==> src/rtl/mem_port_arbiter.sv <==
// Arbitrates NUM_PORTS requesters onto one byte-serial RAM bus; MEMARB_FIXED_PRIO_EN selects fixed priority instead of round-robin.
// Latency: ack 1 cycle after acceptance; write done at E+n+1, read done with rdata at E+n+2.
// Backpressure: rdy low freezes all state and masks mem_wr; losing requesters must hold req until ack.
module mem_port_arbiter #(
    parameter int NUM_PORTS = 3,
    parameter int ADDR_W    = 32
) (
    input  logic                          clk,
    input  logic                          rst,
    input  logic                          rdy,
    input  logic                          clr,
    input  logic [NUM_PORTS-1:0]          req,
    input  logic [NUM_PORTS-1:0]          we,
    input  logic [2*NUM_PORTS-1:0]        width,
    input  logic [ADDR_W*NUM_PORTS-1:0]   addr,
    input  logic [32*NUM_PORTS-1:0]       wdata,
    output logic [NUM_PORTS-1:0]          ack,
    output logic [NUM_PORTS-1:0]          done,
    output logic [32*NUM_PORTS-1:0]       rdata,
    input  logic [7:0]                    mem_din,
    output logic [7:0]                    mem_dout,
    output logic [ADDR_W-1:0]             mem_a,
    output logic                          mem_wr
);
    localparam int N  = NUM_PORTS;
    localparam int PW = (N > 1) ? $clog2(N) : 1;

    typedef enum logic [1:0] {IDLE, WR, RD} state_t;

    state_t            state;
    logic [2:0]        cnt;
    logic [2:0]        n_q;
    logic [PW-1:0]     cur;
    logic [ADDR_W-1:0] addr_q;
    logic [31:0]       wdata_q;
    logic [31:0]       rbuf;
    logic [31:0]       rbuf_nxt;
    logic              mem_wr_q;
    logic              gnt_vld;
    logic [PW-1:0]     gnt;
    logic [1:0]        nb;

    function automatic logic [2:0] len_of(input logic [1:0] w);
        case (w)
            2'b00:   return 3'd1;
            2'b01:   return 3'd2;
            default: return 3'd4;
        endcase
    endfunction

`ifdef MEMARB_FIXED_PRIO_EN
    always_comb begin
        gnt_vld = 1'b0;
        gnt     = '0;
        for (int i = N - 1; i >= 0; i--) begin
            if (req[i]) begin
                gnt_vld = 1'b1;
                gnt     = PW'(i);
            end
        end
    end
`else
    logic [PW-1:0] last;

    // Descending scan so the port closest after 'last' is the final assignment.
    always_comb begin : rr
        int idx;
        idx     = 0;
        gnt_vld = 1'b0;
        gnt     = '0;
        for (int i = N; i >= 1; i--) begin
            idx = (int'(last) + i) % N;
            if (req[idx]) begin
                gnt_vld = 1'b1;
                gnt     = PW'(idx);
            end
        end
    end
`endif

    // Byte arriving now belongs to the address driven in the previous cycle.
    always_comb begin
        rbuf_nxt = rbuf;
        if (cnt != 3'd0)
            rbuf_nxt[{cnt - 3'd1, 3'b000} +: 8] = mem_din;
    end

    assign nb     = cnt[1:0] + 2'd1;
    assign mem_wr = mem_wr_q & rdy;

    always_ff @(posedge clk or negedge rst) begin
        if (!rst) begin
            state    <= IDLE;
            cnt      <= '0;
            n_q      <= 3'd1;
            cur      <= '0;
            addr_q   <= '0;
            wdata_q  <= '0;
            rbuf     <= '0;
            ack      <= '0;
            done     <= '0;
            rdata    <= '0;
            mem_a    <= '0;
            mem_dout <= '0;
            mem_wr_q <= 1'b0;
`ifndef MEMARB_FIXED_PRIO_EN
            last     <= PW'(N - 1);
`endif
        end else if (rdy) begin
            ack  <= '0;
            done <= '0;
            case (state)
                IDLE: begin
                    if (gnt_vld) begin
`ifndef MEMARB_FIXED_PRIO_EN
                        last <= gnt;
`endif
                        cur      <= gnt;
                        cnt      <= '0;
                        ack[gnt] <= 1'b1;
                        addr_q   <= addr[int'(gnt)*ADDR_W +: ADDR_W];
                        wdata_q  <= wdata[int'(gnt)*32 +: 32];
                        n_q      <= len_of(width[int'(gnt)*2 +: 2]);
                        rbuf     <= '0;
                        mem_a    <= addr[int'(gnt)*ADDR_W +: ADDR_W];
                        mem_wr_q <= we[gnt];
                        if (we[gnt]) begin
                            mem_dout <= wdata[int'(gnt)*32 +: 8];
                            state    <= WR;
                        end else begin
                            state    <= RD;
                        end
                    end
                end
                WR: begin
                    if (cnt == n_q - 3'd1) begin
                        state     <= IDLE;
                        cnt       <= '0;
                        done[cur] <= 1'b1;
                        mem_a     <= '0;
                        mem_wr_q  <= 1'b0;
                    end else begin
                        cnt      <= cnt + 3'd1;
                        mem_a    <= addr_q + ADDR_W'(cnt + 3'd1);
                        mem_dout <= wdata_q[{nb, 3'b000} +: 8];
                    end
                end
                RD: begin
                    if (clr) begin
                        state <= IDLE;
                        cnt   <= '0;
                        mem_a <= '0;
                    end else if (cnt == n_q) begin
                        state                    <= IDLE;
                        cnt                      <= '0;
                        done[cur]                <= 1'b1;
                        rdata[int'(cur)*32 +: 32] <= rbuf_nxt;
                        mem_a                    <= '0;
                    end else begin
                        cnt  <= cnt + 3'd1;
                        rbuf <= rbuf_nxt;
                        // Past the last byte the address holds while the final byte returns.
                        if (cnt + 3'd1 < n_q)
                            mem_a <= addr_q + ADDR_W'(cnt + 3'd1);
                    end
                end
                default: state <= IDLE;
            endcase
        end
    end
endmodule

==> config.mk <==
export PLATFORM = sky130hd
export DESIGN_NAME = mem_port_arbiter
export DESIGN_NICKNAME = d
export VERILOG_FILES = /design/src/rtl/mem_port_arbiter.sv
export SDC_FILE = /design/constraint.sdc
export NUM_CORES = 1
export LEC_CHECK = 0
export ABC_AREA = 1
export BUFFER_PORTS_ARGS = -buffer_cell sky130_fd_sc_hd__buf_2
export CAP_MARGIN = 20
export CELL_PAD_IN_SITES_DETAIL_PLACEMENT = 1
export CELL_PAD_IN_SITES_GLOBAL_PLACEMENT = 2
export CORE_AREA = 5 5 213 215
export CTS_CLUSTER_DIAMETER = 30
export DETAILED_ROUTE_END_ITERATION = 12
export DIE_AREA = 0 0 218 220
export PLACE_DENSITY_LB_ADDON = 0.1
export REMOVE_ABC_BUFFERS = 1
export SLEW_MARGIN = 40
export SYNTH_ARGS = -nofsm -noshare
export SYNTH_HDL_FRONTEND = slang
export SYNTH_SLANG_ARGS = --single-unit
==> constraint.sdc <==
create_clock -name clk -period 4.6 [get_ports clk]
set_clock_uncertainty 0.2 [all_clocks]
set_input_delay 0.46 -clock clk [delete_from_list [all_inputs] [get_ports clk]]
set_output_delay 0.46 -clock clk [all_outputs]
set_load 0.01 [all_outputs]
=== Yosys cells after proc, flatten, opt, wreduce, memory -nomap -nowiden ===
Index checks and enable logic that the tools add are counted.

* Register bits after elaboration: 251
* Bits in latches: 0
* Memory bits (writable): 0
* Bits in read-only memories: 0
* Input bits: 216
* Output and inout bits: 143
* Word-level logic and storage cells: 135
* Memories: 0

* Add/sub/neg operators: 11
* $mul: 0
* Divide/modulo/power cells: 3
* Magnitude comparators: 8
* Equal/unequal tests: 13
* Shift-type cells: 9
* Multiplexer cells: 59
* Bitwise gates (word level): 2
* Reductions and logical operators: 16

{| class="wikitable"
|+ Operator list
! cell !! number
|-
| two-way mux 32 bit || 9
|-
| indexed part select 96 x 8 -> 32 bit || 2
|-
| bitwise mux 96 bit || 1
|-
| < comparator 32 x 4 -> 1 bit, second input constant || 3
|-
| remainder unit 32 x 3 -> 32 bit, second input constant || 3
|-
| case mux 32 bit (3 select lines) || 1
|-
| variable shift 32 x 33 -> 96 bit, first input constant || 1
|-
| indexed part select 32 x 33 -> 96 bit || 1
|-
| indexed part select 96 x 8 -> 8 bit || 1
|-
| case mux 32 bit (2 select lines) || 1
|-
| negation 7 -> 33 bit || 1
|-
| adder 32 x 4 -> 32 bit || 1
|-
| bitwise mux 32 bit || 1
|-
| variable shift 8 x 8 -> 32 bit, first input constant || 1
|-
| indexed part select 32 x 6 -> 8 bit || 1
|-
| indexed part select 8 x 8 -> 32 bit || 1
|-
| two-way mux 3 bit || 9
|-
| two-way mux 8 bit || 3
|-
| two-way mux 2 bit || 8
|-
| case mux 8 bit (2 select lines) || 1
|-
| AND reduction 4 bit || 4
|-
| two-way mux 1 bit || 14
|-
| inequality test 2 bit, second input constant || 6
|-
| case mux 3 bit (2 select lines) || 2
|-
| 29 further kinds || 45
|}

=== Depth between registers and ports, before layout ===
Gate-level depths: netlist of the first run.

* Depth after elaboration: 14
* Mapped depth: 17
* Mapped depth without buffers: 16

=== Worst setup path before layout of the first run ===
Ideal clock, no wire load.

* Path kind: reg2reg
* From: register cnt[1]
* To: register rbuf[5]
* Setup time: 0.126 ns
* Data arrival time: 2.306 ns
* Required time: 4.274 ns
* Path slack: 1.968 ns
* Cell stages (with the launch flop): 13
* Path buffers: 1
* Period minus slack after synthesis: 2.632 ns
* Cells stage by stage: dfrtp_1 -> inv_1 -> ha_1 -> xnor2_1 -> ha_1 -> nor4_1 -> nand3_1 -> buf_2 -> or2_1 -> nand2_1 -> nor2_1 -> nand2_1 -> o21ai_0

* Cells in the longest elaborated chain, start to end: 8
* Elaborated cells on any way between the ends: 13
* Those cells by class: add/sub: 2; eq/ne: 2; shift: 2; mux: 5; reduce/logical: 2

{| class="wikitable"
|+ Ends and longest elaborated chain
! what !! line !! RTL
|-
| start: declaration || 31 || <nowiki>logic [2:0] cnt;</nowiki>
|-
| start signal: assignment || 143 || <nowiki>cnt <= cnt + 3'd1;</nowiki>
|-
| start signal: assignment || 160 || <nowiki>cnt <= cnt + 3'd1;</nowiki>
|-
| subtractor 3 x 1 -> 3 bit || 85 || <nowiki>rbuf_nxt[{cnt - 3'd1, 3'b000} +: 8] = mem_din;</nowiki>
|-
| negation 6 -> 8 bit || 85 ||
|-
| indexed part select 8 x 8 -> 32 bit or variable shift 8 x 8 -> 32 bit (tied branches) || 85 ||
|-
| bitwise mux 32 bit || 85 ||
|-
| two-way mux 32 bit || 84 || <nowiki>if (cnt != 3'd0)</nowiki>
|-
| two-way mux 32 bit || 153 || <nowiki>end else if (cnt == n_q) begin</nowiki>
|-
| two-way mux 32 bit || 149 || <nowiki>if (clr) begin</nowiki>
|-
| case mux 32 bit (2 select lines) || 112 || <nowiki>case (state)</nowiki>
|-
| end signal: assignment || 161 || <nowiki>rbuf <= rbuf_nxt;</nowiki>
|-
| end: declaration || 36 || <nowiki>logic [31:0] rbuf;</nowiki>
|}

Parallel ways exist; a longest one is shown, timed or not. The select of a mux whose other input is x is not followed.
A chain may end at the register's enable or synchronous reset.

==> out/metrics.sh, run 1 <==
P_INT_uW=8847
DIEWIDTH_UM=218
WORST-SETUP-PATH-TYPE='register to register'
SETUP_VIOL=0
GRT_SETUP_UNREPAIRED='false'
CLOCK_TREE_FROM_TRITONCTS='done'
POST-CTS-SETUP-BUFFER-COUNT=0
POWER.IR.VDD_WORST_V=0.0004971
SYNTH_CELL_TYPE_COUNT=48
YOSYS_REGISTER_BITS=250
CTS_INSERTED_BUFFERS=77
FINAL_MIN_PERIOD_NS=3.869
GLOBAL_ROUTE.USAGE.TOTAL=0.2257
POST-ROUTE-PERIOD-UTIL=0.8410
ASYNCSETRESETFLOPFRACSYNTH=1.000
CTS_HOLD_REPAIR.BUFFERS=47
REPORT.FINAL.SLEW_VIOL_COUNT=0
REGAREA_UM2=6259
PORT-BUFFER-COUNT=358
SYN_AVG_CELL_AREA_UM2=7.631
P_TOTAL_uW=14980
FINAL_COMMON_CELL='sky130_fd_sc_hd__nand2_1'
LARGEST_BUFFER_COUNT_ON_ANY_CLOCK_PATH=3
CTS_ROOT_BUF='sky130_fd_sc_hd__clkbuf_16'
TIMING.CRITICAL_PATH.ARRIVAL_NS=4.16
POWER-PER-CELL-AREA_nW_PER_UM2=780.1
VIA_COUNT=14236
DETAILEDPLACEMENTHPWL_MM=37.54
CELL_CHAIN_CRITICAL_PATH='inv_1 > ha_1 > inv_2 > nand3_1 > nand3_1 > nand2_1 > nand2_4 > buf_4 > nor2_4 > nand2_1 > nand4_1 > dlygate4sd3_1'
DRT_ITER0_DRC=642
MAX-SLEW-MARGIN-REL=0.4915
FIN_CELLS=2846
DRT_PRE_ANTENNA_ITERS=5
VIA_COUNT_OF_THE_FIRST_GLOBAL_ROUTING_PASS=15428
CTSHTREEMAXLEVEL=3
CRITPATHBUFINV=4
CLOCK_POWER_SHARE=0.386
DIE_Y_UM=220
TIGHTESTPINTRANSITION_NS=0.7620
SWITCHING_POWER_AS_A_SHARE_OF_TOTAL_POWER=0.4095
INITIAL_CORE_UTIL=0.3142
SYNTHCELLS=1793
FINALNETCOUNT=2434
NUM_IO_PINS=359
CRITPATHLAUNCHTYPE='register'
WORST_PATH_LARGEST_CELL_DELAY_NS=0.60
GRT_MET3_USE=0.04218
TIMING.SETUP.TNS_NS=0
CP_TOP_DELAY_FAMILY='simple AND/OR/NAND/NOR gates'
FINALINSTANCEAREA_UM2=19210
FP.DIEAREA_UM2=47960
SLOWEST_CELL_ON_CRIT_PATH='sky130_fd_sc_hd__nor2_4'
END_KIND='register'
FINALWEIGHTEDCONGESTION=0.8333
PLACEDINSTANCEAREA_UM2=15870
GRT_MAX_DEGREE=75
DETAIL_ROUTE.VIAS_PER_CELL=5.002
GLOBAL_ROUTE.OVERFLOW_TOTAL=0
DRV_CAP=0
TIMING.CRITICAL_PATH.REQUIRED_NS=4.90
SYN2LAYOUT_AREA_GROWTH_PCT=40.38
CORE-AREA_UM2=43550
PLACE.DETAILED.INSTANCES=2659
DRC_ERRORS=0
SYNTH-EDFF-COUNT=0
GRT_MOST_USED_LAYER='met2'
GROUTE.LAYER.MET2.USAGE=0.3967
NUMCLOCKSINKS=250
HOLD_PATH.CLASS='primary input to register'
MOST-COMMON-LAYOUT-CELLS='494 x sky130_fd_sc_hd__nand2_1, 357 x sky130_fd_sc_hd__buf_2, 248 x sky130_fd_sc_hd__dfrtp_1'
POWER.NET_SWITCHING_uW=6136
PRE_CTS_SLACK_NS=1.076
SYNTH.YOSYS.WARNINGS=0
TIMING.CRITICAL_PATH.FANOUT_MAX=45
CLOCK_LATENCY_NS=0.57
ANTENNA_FOUND_INITIAL=5
SYNTH_SEQ_AREA_SHARE=0.4574
SYNTH_FF_TYPE='sky130_fd_sc_hd__dfrtp_1'
MULTI_INPUT_COMB_AREA_UM2=6362
POWER.COMBINATIONAL.FRACTION=0.404
GRT.MET1_USAGE=0.2753
CLK_PIN_SLEW_NS=0.05
CTS.REPAIR.RESIZED=0
POWER.SEQUENTIAL.FRACTION=0.210
SYNTHESIS.AREA_UM2=13680
POSTROUTEANTENNANETS=0
ROUTED_WIRE_LENGTH_PER_INSTANCE_UM=19.25
HOLD_VIOLATIONS=0
NUM-FILL-CELLS=5377
FINAL.SETUP.WORST_SLACK_NS=0.7314
FMAXACHIEVABLE_GHz=0.2585
CORE.ROWCOUNT=77
WIRE_LENGTH_OF_THE_FIRST_GLOBAL_ROUTING_PASS_MM=86.17
POSTROUTEWIRELENGTH_MM=54.79
OUTCOME='finished clean'
FRACTION_OF_LAYOUT_INSTANCES_USING_A_DRIVE_STRENGTH_ABOVE_1=0.2553
CELLLEAKAGEPOWER_uW=0.009349
state kept, by name, summed over array words and instances (netlist names), 3 cells and up:
register,cells
ack,3
addr_q,32
cnt,3
done,3
mem_a,32
mem_dout,8
n_q,3
rbuf,32
rdata,96
wdata_q,32
power groups by stage:
stage	registers (µW)	clock network (µW)	logic, µW
after floorplan	3140	0	3450
after global placement	3160	0	5740
after detailed placement	3170	0	5850
after CTS	3150	5890	6180
after global routing	3210	6030	6810
final	3150	5790	6050
Yosys cell counts, types with 2 or more instances:
cell	instances	area, µm²
sky130_fd_sc_hd__a22oi_1	8	60.06
sky130_fd_sc_hd__nor4_1	2	12.51
sky130_fd_sc_hd__inv_2	6	22.52
sky130_fd_sc_hd__clkinv_1	2	7.510
sky130_fd_sc_hd__xor2_1	8	70.07
sky130_fd_sc_hd__ha_1	24	300.3
sky130_fd_sc_hd__o21ai_1	95	475.5
sky130_fd_sc_hd__inv_1	119	446.7
sky130_fd_sc_hd__or2_2	6	37.54
sky130_fd_sc_hd__or2_1	2	12.51
sky130_fd_sc_hd__a31o_2	8	70.07
sky130_fd_sc_hd__dfstp_2	2	52.55
sky130_fd_sc_hd__nor3_4	2	32.53
sky130_fd_sc_hd__buf_1	4	15.01
sky130_fd_sc_hd__nand4_1	58	362.9
sky130_fd_sc_hd__nand2_2	7	43.79
sky130_fd_sc_hd__o211ai_1	2	15.01
sky130_fd_sc_hd__nand3_2	6	60.06
sky130_fd_sc_hd__xnor2_1	2	17.52
sky130_fd_sc_hd__dfrtp_1	248	6206
sky130_fd_sc_hd__nand2_1	494	1854
sky130_fd_sc_hd__clkbuf_1	34	127.6
sky130_fd_sc_hd__buf_2	44	220.2
sky130_fd_sc_hd__o21ai_0	175	875.8
sky130_fd_sc_hd__nor3_2	4	40.04
sky130_fd_sc_hd__nor2_2	8	50.05
sky130_fd_sc_hd__nor3_1	9	45.04
sky130_fd_sc_hd__inv_4	2	12.51
sky130_fd_sc_hd__buf_6	13	146.4
sky130_fd_sc_hd__nand2_4	2	22.52
sky130_fd_sc_hd__buf_4	12	90.09
sky130_fd_sc_hd__nand3_1	215	1076
sky130_fd_sc_hd__nor2_1	108	405.4
sky130_fd_sc_hd__a21oi_1	42	210.2
sky130_fd_sc_hd__nand3b_1	2	15.01
sky130_fd_sc_hd__o22ai_1	6	37.54
routing by layer:
metal	up-vias	part of all wire
met4	4	0.029
met1	7004	0.42
met5	-	0.00049
met2	332	0.51
met3	111	0.042
li1	6785	-
kinds of logic (layout without fill, tap and decap cells):
family                   Yosys count  in the layout  synth area share
adder cells (fa/ha/maj)           25             25           0.02341
XOR/XNOR                          10             10          0.006402
AND/OR/NAND/NOR                  929            929            0.3007
AO/OA/AOI/OAI                    341            341            0.1310
flip-flops                       250            250            0.4574
buffers and inverters            238            697           0.08102
other                              0              2                 0
final cells by class:
cell class | instances | share of cell area
multi-input combinational | 1305 | 0.3312
sequential | 250 | 0.3258
timing repair buffer | 430 | 0.1294
clock buffer | 109 | 0.1214
tap | 592 | 0.03856
clock inverter | 29 | 0.02782
inverter | 129 | 0.02547
antenna | 2 | 0.0002606
through the flow:
step | utilization | hold WS [ns]
after detailed placement | 0.3643 | 0.2528
after global routing | 0.4411 | 0.06235
after floorplan | - | -0.03559
after CTS | 0.4410 | 0.007235
final | 0.4411 | 0.03716
after global placement | 0.3638 | 0.2502
final timing paths:
| path | from | endpoint | slack, ns | depth (start not counted) |
|---|---|---|---|---|
| setup / recovery | cur[0] | wdata_q[26] | 0.73 | 12 |
| hold / removal | addr[85] | addr_q[21] | 0.04 | 5 |
| setup reg to reg | cur[0] | wdata_q[26] | 0.73 | 12 |
| hold reg to reg | mem_dout[3] | mem_dout[3] | 0.27 | 2 |
| max in group asynchronous | rst | mem_a[26] | 2.94 | 3 |
| min in group asynchronous | rst | rdata[48] | 0.27 | 2 |
worst reg2reg max path, delay by kind of cell (launching register included):
kind / cells / cell delay [ns]
buf+inv: 4 / 1.23
simple gates: 7 / 1.50
fa+ha+maj: 1 / 0.38
flops: 1 / 0.48
No activity file was read; power rests on OpenSTA's default activity.
==> run 2: changes to the inputs <==
CORE_AREA = 5 5 220 222   (was 5 5 213 215)
DIE_AREA = 0 0 225 227   (was 0 0 218 220)
clock period = 3.9 ns   (was 4.6 ns; I/O delays follow)
==> run 2 against run 1 <==
Net effect: first-iteration DRC count is 1.1% higher; clock power increased by 16%; via count rose by 1.9%; global-route usage is 0.79 points lower; critical endpoint is now n_q[0]; sequential share of layout area down 1.2 points; critical path depth grew 4; critical path type unchanged; die area rose by 6.5%; combinational power up 35%; setup slack got worse by 0.50 ns; register-to-register slack got worse by 0.50 ns; total power rose by 24%.
==> out/metrics.sh, run 2 (synthesized netlist as in run 1, its figures left out) <==
OUTCOME='finished clean'
NUMCLOCKSINKS=250  # unchanged
DRT_PRE_ANTENNA_ITERS=5  # unchanged
REPORT.FINAL.SLEW_VIOL_COUNT=0  # unchanged
HOLD_PATH_END='addr_q[10]'
FMAXACHIEVABLE_GHz=0.2729  # +5.6%
BEGINNING_OF_THE_WORST_HOLD_PATH='addr[74]'
FRACTION_OF_LAYOUT_INSTANCES_USING_A_DRIVE_STRENGTH_ABOVE_1=0.2513  # -0.004038
WIRE_LENGTH_OF_THE_FIRST_GLOBAL_ROUTING_PASS_MM=89.02  # +3.3%
WORST-SETUP-PATH-TYPE='register to register'
CORE-AREA_UM2=46160  # +6.0%
END_KIND='register'
FP.DIEAREA_UM2=51080  # +6.5%
FINAL_CORE_UTILIZATION=0.4314  # -0.009660
INITIAL_CORE_UTIL=0.2964  # -0.01779
TIMING.CRITICAL_PATH.REQUIRED_NS=4.19  # -0.71 ns
DIEWIDTH_UM=225  # +3.2%
ROUTED_WIRE_LENGTH_PER_INSTANCE_UM=19.49  # +1.2%
REG2REG_TO='n_q[0]'
FINAL.SETUP.WORST_SLACK_NS=0.2354  # -0.4960 ns
WORST_R2R_STARTPOINT='cur[0]'
CTS_INSERTED_BUFFERS=77  # unchanged
POST-ROUTE-PERIOD-UTIL=0.9396  # +0.09865
NUM_IO_PINS=359  # unchanged
CLOCK_LATENCY_NS=0.59  # +0.02 ns
P_INT_uW=10890  # +23%
DRC_ERRORS=0  # unchanged
WORSTREGTOREGCELLS=16  # +4
POWER-PER-CELL-AREA_nW_PER_UM2=931.4  # +19%
NUMBER_OF_FLIP_FLOPS_IN_THE_LARGEST_REGISTER=96  # unchanged
GRT_MAX_DEGREE=116  # +55%
CLOCK_TREE_FROM_TRITONCTS='done'
GLOBAL_ROUTE.OVERFLOW_TOTAL=0  # unchanged
POWER.COMBINATIONAL.FRACTION=0.439  # +0.035
WORST_HOLD_PATH.NUM_CELLS=5  # unchanged
MOST-COMMON-LAYOUT-CELLS='493 x sky130_fd_sc_hd__nand2_1, 357 x sky130_fd_sc_hd__buf_2, 248 x sky130_fd_sc_hd__dfrtp_1'
CTS_ROOT_BUF='sky130_fd_sc_hd__clkbuf_16'
FINAL_COMMON_CELL='sky130_fd_sc_hd__nand2_1'
SWITCHING_POWER_AS_A_SHARE_OF_TOTAL_POWER=0.4129  # +0.003398
CLK_PIN_SLEW_NS=0.04  # about the same
HOLD_PATH.CLASS='primary input to register'
REGISTERS.TOP_BY_FF_COUNT='rdata'
DRV_CAP=0  # unchanged
CLOCK_POWER_SHARE=0.362  # -0.024
VIA_COUNT=14500  # +1.9%
TIMING.CRITICAL_PATH.FANOUT_MAX=37  # -18%
HOLD_VIOLATIONS=0  # unchanged
LARGEST_BUFFER_COUNT_ON_ANY_CLOCK_PATH=3  # unchanged
FINALNETCOUNT=2507  # +3.0%
FINALWEIGHTEDCONGESTION=0.7964  # -4.4%
NUM-FILL-CELLS=5620  # +4.5%
POSTROUTEANTENNANETS=0  # unchanged
GRT_SETUP_UNREPAIRED='false'
DRT_ITER0_DRC=649  # +1.1%
DETAIL_ROUTE.VIAS_PER_CELL=4.939  # -1.3%
VIA_COUNT_OF_THE_FIRST_GLOBAL_ROUTING_PASS=15878  # +2.9%
POWER.IR.VDD_WORST_V=0.0004267  # -14%
PORT-BUFFER-COUNT=358  # unchanged
FINAL_MIN_PERIOD_NS=3.665  # -0.2040 ns
CELLLEAKAGEPOWER_uW=0.009663  # +3.4%
ANTENNA_FOUND_INITIAL=2  # -3
MAX-SLEW-MARGIN-REL=0.5187  # +0.02721
POSTROUTEWIRELENGTH_MM=57.23  # +4.5%
POWER.NET_SWITCHING_uW=7659  # +25%
GLOBAL_ROUTE.USAGE.TOTAL=0.2178  # -0.007932
POWER.SEQUENTIAL.FRACTION=0.199  # -0.011
P_TOTAL_uW=18550  # +24%
DETAILEDPLACEMENTHPWL_MM=37.54  # about the same
TIMING.CRITICAL_PATH.ARRIVAL_NS=3.95  # -0.21 ns
CORE.ROWCOUNT=79  # +2.6%
PRE_CTS_SLACK_NS=0.4480  # -0.6275 ns
TIMING.SETUP.TNS_NS=0  # unchanged
CTSHTREEMAXLEVEL=3  # unchanged
TIGHTESTPINTRANSITION_NS=0.7212  # -0.04077 ns
SYN2LAYOUT_AREA_GROWTH_PCT=45.55
WORST-R2R-SETUP-SLACK_NS=0.24  # -0.50 ns
CRITPATHLAUNCHTYPE='register'
SETUP_VIOL=0  # unchanged
DIE_Y_UM=227  # +3.2%
[run 2: worst max-delay path by stage]
| stage | from | endpoint | cells past startpoint |
|---|---|---|---|
| 6_report | cur[0] | n_q[0] | 16 |
| 5_1_grt | cur[0] | n_q[0] | 16 |
| 4_1_cts | cur[0] | n_q[0] | 15 |
| 3_5_place_dp | cnt[1] | rbuf[0] | 11 |
| 3_3_place_gp | cnt[1] | rbuf[3] | 11 |
| 2_1_floorplan | cur[0] | cur[0] | 13 |
[run 2: layout make-up]
type                       instances  area (µm²)  area share
clock buffer                     110        2241      0.1125
antenna                            5       12.51   0.0006283
inverter                         129       489.2     0.02457
tap                              607       759.5     0.03814
clock inverter                    27       560.5     0.02815
sequential                       250        6259      0.3143
multi-input combinational       1307        6371      0.3199
timing repair buffer             501        3222      0.1618
[run 2: worst max-delay path, stage by stage, from the launching register on]
cell and delay, ns:
sky130_fd_sc_hd__dfrtp_1 0.45, sky130_fd_sc_hd__inv_2 0.12, sky130_fd_sc_hd__ha_1 0.36, sky130_fd_sc_hd__inv_2 0.12, sky130_fd_sc_hd__nand3_1 0.14, sky130_fd_sc_hd__nand2_1 0.09
sky130_fd_sc_hd__nand2_1 0.06, sky130_fd_sc_hd__nand2_2 0.11, sky130_fd_sc_hd__inv_2 0.07, sky130_fd_sc_hd__clkbuf_8 0.24, sky130_fd_sc_hd__nand2_1 0.11, sky130_fd_sc_hd__nand2_1 0.05
sky130_fd_sc_hd__dlygate4sd3_1 0.57, sky130_fd_sc_hd__nor2_2 0.12, sky130_fd_sc_hd__dlygate4sd3_1 0.58, sky130_fd_sc_hd__nand2_1 0.05, sky130_fd_sc_hd__o21ai_0 0.10
[run 2: per-stage QoR]
stage	hold WS, ns	cell area (µm²)	instances
floorplan	-0.1056	13060	1684
global placement	0.2596	15900	2678
detailed placement	0.2618	15900	2678
CTS	0.003206	19770	2922
global route	0.04643	19910	2933
finish	0.02161	19910	2936
[run 2: what timing repair did]
action / 4_1_cts / 5_1_grt
resized for setup: 0 / 10
setup buffers: 0 / 6
hold endpoints to repair: 142 / 0
setup endpoints to repair: 0 / 41
hold buffers: 107 / 0
[run 2: metal layers]
| metal | global-route usage | routed length (µm) | up-vias |
|---|---|---|---|
| met1 | 0.2703 | 24460 | 7144 |
| li1 | - | - | 6942 |
| met2 | 0.3831 | 28710 | 340 |
| met3 | 0.04320 | 2830 | 74 |
| met5 | 0 | 0 | - |
| met4 | 0.06895 | 1234 | 0 |
[run 2: power groups by stage]
stage / registers, µW / clock network, µW / logic (µW)
floorplan: 3700 / 0 / 4070
global placement: 3710 / 0 / 6890
detailed placement: 3720 / 0 / 6990
CTS: 3700 / 6820 / 7930
global route: 3780 / 6980 / 9140
finish: 3700 / 6710 / 8140
